[config.mk]
export PLATFORM = sky130hd
export DESIGN_NAME = onchip_mem_width_adapter
export DESIGN_NICKNAME = d
export VERILOG_FILES = /design/src/rtl/onchip_mem_width_adapter_pkg.sv /design/src/rtl/onchip_mem_width_adapter.sv
export SDC_FILE = /design/constraint.sdc
export NUM_CORES = 1
export LEC_CHECK = 0
export ABC_AREA = 1
export CAP_MARGIN = 20
export CORE_MARGIN = 10
export CORE_UTILIZATION = 57
export CTS_BUF_LIST = sky130_fd_sc_hd__clkbuf_16
export CTS_CLUSTER_SIZE = 28
export DETAILED_ROUTE_END_ITERATION = 8
export DONT_BUFFER_PORTS = 1
export PLACE_DENSITY = 0.75
export REMOVE_ABC_BUFFERS = 1
export SLEW_MARGIN = 40
export SYNTH_ARGS = -nofsm -noshare
export SYNTH_HDL_FRONTEND = slang
export SYNTH_SLANG_ARGS = --single-unit
[constraint.sdc]
create_clock -name clk -period 1.5 [get_ports clk]
set_clock_uncertainty 0.2 [all_clocks]
set_input_delay 0.3 -clock clk [delete_from_list [all_inputs] [get_ports clk]]
set_output_delay 0.3 -clock clk [all_outputs]
set_load 0.05 [all_outputs]
[src/rtl/onchip_mem_width_adapter_pkg.sv]
// ---------------------------------------------------------------------------
// onchip_mem_width_adapter_pkg
//   Shared definitions for the 32-bit to 16-bit on-chip RAM width adapter:
//   FSM state encoding, half-word selectors and the default RAM depth.
// ---------------------------------------------------------------------------
package onchip_mem_width_adapter_pkg;

    // Access sequencer states (3-bit encoding).
    typedef enum logic [2:0] {
        ST_IDLE = 3'd0,
        ST_LO   = 3'd1,
        ST_HI   = 3'd2,
        ST_WAIT = 3'd3,
        ST_DONE = 3'd4
    } state_t;

    // LSB of the 16-bit master address selecting the half of the 32-bit word.
    localparam logic HALF_LO = 1'b0;
    localparam logic HALF_HI = 1'b1;

    // Number of 16-bit words implemented in the downstream RAM.
    localparam int MEM_DEPTH_DEFAULT = 15360;

endpackage : onchip_mem_width_adapter_pkg

[src/rtl/onchip_mem_width_adapter.sv]
// ---------------------------------------------------------------------------
// onchip_mem_width_adapter
//   Avalon-MM adapter between a 32-bit slave port (Nios II data master side)
//   and a 16-bit single-port on-chip RAM with a one-clock read latency.
//   Each 32-bit access becomes zero, one or two 16-bit accesses, low half
//   first. Read halves are reassembled and returned in the DONE cycle, which
//   is also the only cycle with s_waitrequest low.
//
// Ports:
//   clk, reset_n        clock, asynchronous active-low reset
//   s_address           32-bit word address (S_ADDR_W bits)
//   s_byteenable        32-bit byte lanes
//   s_read, s_write     request strobes (write wins if both are high)
//   s_writedata         32-bit write data
//   s_readdata          32-bit read data, valid while s_waitrequest=0
//   s_waitrequest       high while an access is in progress
//   m_address           16-bit word address {latched addr, half}
//   m_byteenable        byte lanes of the current half
//   m_chipselect        RAM select
//   m_write             RAM write strobe
//   m_writedata         RAM write data
//   m_clken             RAM clock enable, tied high
//   m_readdata          RAM output, valid one clock after the address
// ---------------------------------------------------------------------------
module onchip_mem_width_adapter
    import onchip_mem_width_adapter_pkg::*;
#(
    parameter int MEM_DEPTH = MEM_DEPTH_DEFAULT,
    parameter int S_ADDR_W  = 13,
    parameter int M_ADDR_W  = 14
) (
    input  logic                clk,
    input  logic                reset_n,
    input  logic [S_ADDR_W-1:0] s_address,
    input  logic [3:0]          s_byteenable,
    input  logic                s_read,
    input  logic                s_write,
    input  logic [31:0]         s_writedata,
    output logic [31:0]         s_readdata,
    output logic                s_waitrequest,
    output logic [M_ADDR_W-1:0] m_address,
    output logic [1:0]          m_byteenable,
    output logic                m_chipselect,
    output logic                m_write,
    output logic [15:0]         m_writedata,
    output logic                m_clken,
    input  logic [15:0]         m_readdata
);

    state_t              state_q, state_d;
    logic [S_ADDR_W-1:0] addr_q,  addr_d;
    logic [3:0]          be_q,    be_d;
    logic [31:0]         wd_q,    wd_d;
    logic                wr_q,    wr_d;
    logic [31:0]         rd_q,    rd_d;

    logic                out_of_range;
    logic                lo_used;
    logic                hi_used;

    // A 32-bit word is outside the RAM when its low half-word is.
    assign out_of_range = 32'({s_address, HALF_LO}) >= 32'(MEM_DEPTH);

    assign lo_used = (be_q[1:0] != 2'b00);
    assign hi_used = (be_q[3:2] != 2'b00);

    // -----------------------------------------------------------------------
    // State and request registers
    // -----------------------------------------------------------------------
    always_ff @(posedge clk or negedge reset_n) begin
        if (!reset_n) begin
            state_q <= ST_IDLE;
            addr_q  <= '0;
            be_q    <= '0;
            wd_q    <= '0;
            wr_q    <= 1'b0;
            rd_q    <= '0;
        end else begin
            state_q <= state_d;
            addr_q  <= addr_d;
            be_q    <= be_d;
            wd_q    <= wd_d;
            wr_q    <= wr_d;
            rd_q    <= rd_d;
        end
    end

    // -----------------------------------------------------------------------
    // Next-state and datapath
    // -----------------------------------------------------------------------
    always_comb begin
        state_d = state_q;
        addr_d  = addr_q;
        be_d    = be_q;
        wd_d    = wd_q;
        wr_d    = wr_q;
        rd_d    = rd_q;

        case (state_q)
            ST_IDLE: begin
                if (s_read || s_write) begin
                    addr_d = s_address;
                    be_d   = s_byteenable;
                    wd_d   = s_writedata;
                    wr_d   = s_write;
                    if ((s_byteenable == 4'b0000) || out_of_range) begin
                        state_d = ST_DONE;
                    end else if (s_byteenable[1:0] != 2'b00) begin
                        state_d = ST_LO;
                    end else begin
                        state_d = ST_HI;
                    end
                end
            end

            ST_LO: begin
                state_d = hi_used ? ST_HI : ST_WAIT;
            end

            ST_HI: begin
                // The low half addressed in LO is on the RAM output now.
                if (!wr_q && lo_used) begin
                    rd_d[15:0] = m_readdata;
                end
                state_d = ST_WAIT;
            end

            ST_WAIT: begin
                // The last issued half is the high one whenever it was used.
                if (!wr_q) begin
                    if (hi_used) begin
                        rd_d[31:16] = m_readdata;
                    end else begin
                        rd_d[15:0] = m_readdata;
                    end
                end
                state_d = ST_DONE;
            end

            ST_DONE: begin
                // Clearing here makes skipped halves read as zero next time.
                rd_d    = '0;
                state_d = ST_IDLE;
            end

            default: begin
                state_d = ST_IDLE;
            end
        endcase
    end

    // -----------------------------------------------------------------------
    // Outputs: decoded from registered state and latched request only
    // -----------------------------------------------------------------------
    always_comb begin
        s_waitrequest = 1'b1;
        s_readdata    = '0;
        m_address     = '0;
        m_byteenable  = '0;
        m_chipselect  = 1'b0;
        m_write       = 1'b0;
        m_writedata   = '0;

        case (state_q)
            ST_LO: begin
                m_chipselect = 1'b1;
                m_address    = {addr_q, HALF_LO};
                m_byteenable = be_q[1:0];
                m_write      = wr_q;
                m_writedata  = wd_q[15:0];
            end
            ST_HI: begin
                m_chipselect = 1'b1;
                m_address    = {addr_q, HALF_HI};
                m_byteenable = be_q[3:2];
                m_write      = wr_q;
                m_writedata  = wd_q[31:16];
            end
            ST_DONE: begin
                s_waitrequest = 1'b0;
                s_readdata    = rd_q;
            end
            default: begin
            end
        endcase
    end

    assign m_clken = 1'b1;

endmodule : onchip_mem_width_adapter

==> results of run 1 <==
## through the flow
step / setup TNS (ps) / utilization (%) / hold slack (ps) / instances
detailed placement: -27710 / 71.5 / -192 / 741
global placement: -19560 / 71.5 / -192 / 741
floorplan: -164150 / - / -196 / 542
## logic make-up after synthesis
kind of cell    synth area share, %
other cells                  0.0881
compound gates                 2.44
buf+inv                        11.4
flops                          50.0
simple gates                   36.1
## Yosys cell counts (all sizes together)
cell,number
nand2,185
nor2,90
nand3,86
dfrtp,85
inv,71
buf,24
a21oi,17
clkbuf,8
o21ai,3
clkinv,1
conb,1
nand3b,1
nand4,1
or2,1
==> results.py, run 1 <==
metrics = {
    "die": {
        "die_height_um": 106,
        "die_width_um": 106,
        "num_io_pins": 137,
        "rows": 31,
        "effective_utilization_at_floorplan_pct": 58.7,
    },
    "cts": {
        "postCtsHoldBufs": 53,
        "clock_sinks": 85,
        "cts_resized": 232,
        "clockRootBuffer": "clkbuf_16",
        "numCtsBuffers": 9,
        "cts_setup_buffers": 18,
        "cts_max_path_buffers": 2,
        "cts-htree-levels": 3,
    },
    "synthesis": {
        "synth_cells": 574,
        "ys_seq_elements": 85,
        "synth_top_area_share_pct": 50.0,
        "synth_seq_area_share_pct": 50.0,
        "synthesis.area_um2": 4260,
        "count_of_synthesis_stage_warnings_from_yosys": 0,
        "synth.top_cells.by_area": "dfrtp_1 (50%), nand2_1 (16%), nand3_1 (10%)",
        "postSynthAreaPerCell_um2": 7.42,
        "synth_cell_types": 22,
        "synth_top_area_cell": "dfrtp_1",
    },
    "place": {
        "gp_routability_congestion": 0.816,
        "dpl_cell_area_um2": 5180,
        "port_buffers": 0,
        "dpl_worst_slack_ps": -297,
        "post-dp-hpwl_mm": 8.26,
    },
    "status": {
        "outcome.stop_stage": "clock tree synthesis (4_1_cts)",
        "flow.first_error": "[ERROR DPL-0038] Utilization greater than 100%, impossible to legalize",
        "status": "stopped before the end",
    },
}
==> run 2: changes to the inputs <==
Settings changed: CORE_UTILIZATION 57 to 40, CTS_BUF_LIST sky130_fd_sc_hd__clkbuf_16 to not set, CTS_CLUSTER_SIZE 28 to not set, PLACE_DENSITY 0.75 to not set, PLACE_DENSITY_LB_ADDON set to 0.15.
Clock period 1.5 ns to 2 ns, I/O delays scaled along.
==> results.py, run 2 <==
metrics = {
    "synthesis": {
        "synth_seq_area_share_pct": 50.0,
        "ys_top_cells_by_count": "nand2_1 (178), nor2_1 (87), nand3_1 (86), dfrtp_1 (85), inv_1 (65)",
        "main_combinational_cell_family_by_area_after_synthesis": "simple AND/OR/NAND/NOR gates",
        "synth_compound_gate_area_share_pct": 2.44,
        "synthesis.area_um2": 4260,
        "synth_cells": 574,
        "synth.mux.area_fraction_pct": 0,
        "ys_seq_elements": 85,
        "count_of_synthesis_stage_warnings_from_yosys": 0,
        "share_of_synthesized_cell_area_in_full_adder_half_adder_and_majority_cells_pct": 0,
        "synth_top_flop_cell": "dfrtp_1",
        "synth_most_common_cell": "nand2_1",
        "synth_top_area_cell": "dfrtp_1",
        "synth.top_cells.by_area": "dfrtp_1 (50%), nand2_1 (16%), nand3_1 (10%)",
        "synth-xor-area-share_pct": 0,
        "synthArstFlopShare_pct": 100,
        "yosys.area_share.simple_pct": 36.1,
        "synth_top_area_share_pct": 50.0,
        "postSynthAreaPerCell_um2": 7.42,
        "synth_cell_types": 22,
        "synth_edf_count": 0,
    },
    "status": {
        "violations": "hold timing, setup timing",
        "status": "complete, but fails checks",
    },
    "final_layout": {
        "reg_top3": "rd_q (32), wd_q (32), addr_q (13)",
        "layout_commonest_cell": "nand2_1",
        "final_net_count": 745,
        "seqCellArea_um2": 2130,
        "fillCellCount": 903,
        "area_delta_synth_final_pct": 51.9,
        "stdcell_area_um2": 6470,
        "mostFrequentLayoutCells": "nand2_1 (158), nand3_1 (85), dfrtp_1 (82)",
        "multiInputGateArea_um2": 2140,
        "post_route_cells_drive_above_1_share_pct": 28.6,
    },
    "timing": {
        "setup-tns-final_ps": -8940,
        "final-max-slew-violation-count": 0,
        "hold-worst-slack_ps": -461,
        "hold_viol_final": 85,
        "post-route-period-util_pct": 110,
        "final.setup.worst_slack_ps": -192,
        "maxClockFrequency_mhz": 456,
        "rsz0062_at_grt": "yes",
        "post-route-min-period_ps": 2190,
        "setup-violations-final": 67,
    },
    "critical_path": {
        "critical_path_arrival_ps": 1590,
        "timing.critical_path.max_delay_family": "flip-flops",
        "worst_ep_required_time_ps": 1400,
        "critPathMaxFanout": 8,
        "worst-setup-path-type": "reg -> out",
        "cp_cell_sequence": "nor2_4, buf_12, nand2_8, nor2_2, buf_6",
        "critical-path-slowest-cell": "dfrtp_2",
        "setup.worst_path.end_class": "output port",
        "worst_setup_path_start_kind": "flop",
        "max_stage_delay_ps": 460,
        "cp_num_buf_inv": 2,
    },
    "detailed_routing": {
        "first_drt_iteration_drcs": 245,
        "detail_route.wirelength_mm": 13.4,
        "antenna_left": 0,
        "detail_route.drc_violations": 0,
        "via_count": 4015,
        "routedWlPerCell_um": 16.4,
        "firstDrtPassIters": 4,
        "vias_per_cell": 4.92,
    },
    "global_route": {
        "grt_pass1_wl_mm": 20.9,
        "total_congestion_overflow_after_global_routing": 0,
        "vias_in_the_first_global_route": 4138,
        "grt_met3_usage_pct": 5.33,
        "met1_usage_pct": 20.2,
        "grt_util_met2_pct": 28.9,
        "grt_max_degree": 86,
        "grt_antenna_before_repair": 0,
        "grt_use_total_pct": 17.0,
        "globalRoute.busiestLayer": "met2",
    },
    "cts": {
        "clockRootBuffer": "clkbuf_8",
        "clk_latency_ps": 330,
        "path_clk_slew_ps": 90,
        "cts_max_path_buffers": 2,
        "numCtsBuffers": 9,
        "cts-htree-levels": 3,
        "clock_sinks": 85,
        "tritoncts_clock_tree": "yes",
    },
    "place": {
        "dpl_cell_area_um2": 5040,
        "gp_routability_congestion": 0.827,
        "dpl_worst_slack_ps": 53.6,
        "port_buffers": 0,
        "post-dp-hpwl_mm": 8.11,
    },
    "die": {
        "die_height_um": 123,
        "rows": 37,
        "die_width_um": 123,
        "core_region_area_um2": 10300,
        "num_io_pins": 137,
        "effective_utilization_at_floorplan_pct": 41.2,
        "fp.dieArea_um2": 15200,
    },
    "hold_path": {
        "holdCritPathClass": "in -> async",
    },
    "job": {
        "max_cap_viol_count": 0,
    },
    "power_and_ir_drop": {
        "power_report.internal_total_mw": 6.23,
        "p_sw_share_pct": 50.3,
        "portion_of_total_power_attributed_to_the_clock_network_pct": 10.2,
        "seq_power_share_pct": 24.1,
        "power.density_cell_area_nw_per_um2": 1940,
        "peakVddDrop_uv": 1230,
        "total_leakage_power_nw": 3.19,
        "share_comb_of_total_power_pct": 65.6,
        "power.switching_mw": 6.31,
    },
}
run 2: cell counts after synthesis:
Identical to the previous run, type by type.
run 2: path summary, 6_finish.rpt:
| kind | from | end | slack, ps | cells past startpoint |
|---|---|---|---|---|
| min in group clk | s_address[11] | addr_q[11] | 10 | 2 |
| max in group asynchronous | reset_n | wd_q[24] | 1940 | 0 |
| hold / removal | reset_n | wd_q[20] | -460 | 0 |
| hold reg to reg | rd_q[3] | rd_q[3] | 270 | 2 |
| setup / recovery | state_q[1] | s_readdata[28] | -190 | 5 |
| setup reg to reg | state_q[1] | rd_q[5] | 60 | 10 |
run 2: final cells by class:
| type | count | area share (%) |
|---|---|---|
| Multi-Input combinational cell | 390 | 33.2 |
| Antenna cell | 1 | 0.0387 |
| Tap cell | 136 | 2.63 |
| Sequential cell | 85 | 32.9 |
| Clock buffer | 10 | 1.97 |
| Timing Repair Buffer | 118 | 23.8 |
| Inverter | 72 | 4.33 |
| Clock inverter | 4 | 1.16 |
run 2: timing repair:
| item | CTS | global route |
|---|---|---|
| resized for setup | 146 | 64 |
| pin swaps | 8 | 2 |
| hold buffers | 32 | 1 |
| setup buffers | 5 | 2 |
| hold endpoints to repair | 117 | 86 |
| gates cloned | 3 | 2 |
| setup endpoints to repair | 67 | 116 |
run 2: worst register-to-register path, cell delays in order, from the launching register on:
cell	delay [ps]
dfrtp_2	460
nor2_4	140
buf_12	190
nand2_8	150
buf_4	200
nand2_1	70
inv_2	40
nand2_4	90
buf_12	150
nand3_1	100
nand2_1	80
run 2: cell families (layout without fill, tap and decap cells):
group | count (synthesis) | count (layout)
other cells | 1 | 2
buf+inv | 104 | 204
simple gates | 364 | 369
flops | 85 | 85
compound gates | 20 | 20
run 2: power groups by stage:
| stage | Clock, mW | Combinational, mW | Sequential [mW] |
|---|---|---|---|
| 2_1_floorplan | 0 | 4.22 | 2.92 |
| 3_3_place_gp | 0 | 6.44 | 2.99 |
| 3_5_place_dp | 0 | 6.54 | 3.02 |
| 4_1_cts | 1.32 | 7.67 | 3.01 |
| 5_1_grt | 1.39 | 8.83 | 3.12 |
| 6_report | 1.28 | 8.23 | 3.03 |
run 2: per-stage QoR:
| stage | hold slack, ps | power, mW | util (%) | std cells |
|---|---|---|---|---|
| after detailed placement | -91.8 | 9.56 | 48.8 | 756 |
| after floorplan | -95.6 | 7.14 | - | 542 |
| after CTS | -481 | 12.0 | 59.6 | 810 |
| after global placement | -92.1 | 9.43 | 48.8 | 756 |
| final | -461 | 12.5 | 62.6 | 816 |
| after global routing | -491 | 13.3 | 62.6 | 815 |
run 2: layer usage:
layer / part of all wire [%] / routed length [µm]
met5: 0 / 0
met4: 1.0 / 135
met3: 8.3 / 1100
met2: 52 / 6960
met1: 39 / 5150
No activity file was read; power rests on OpenSTA's default activity.
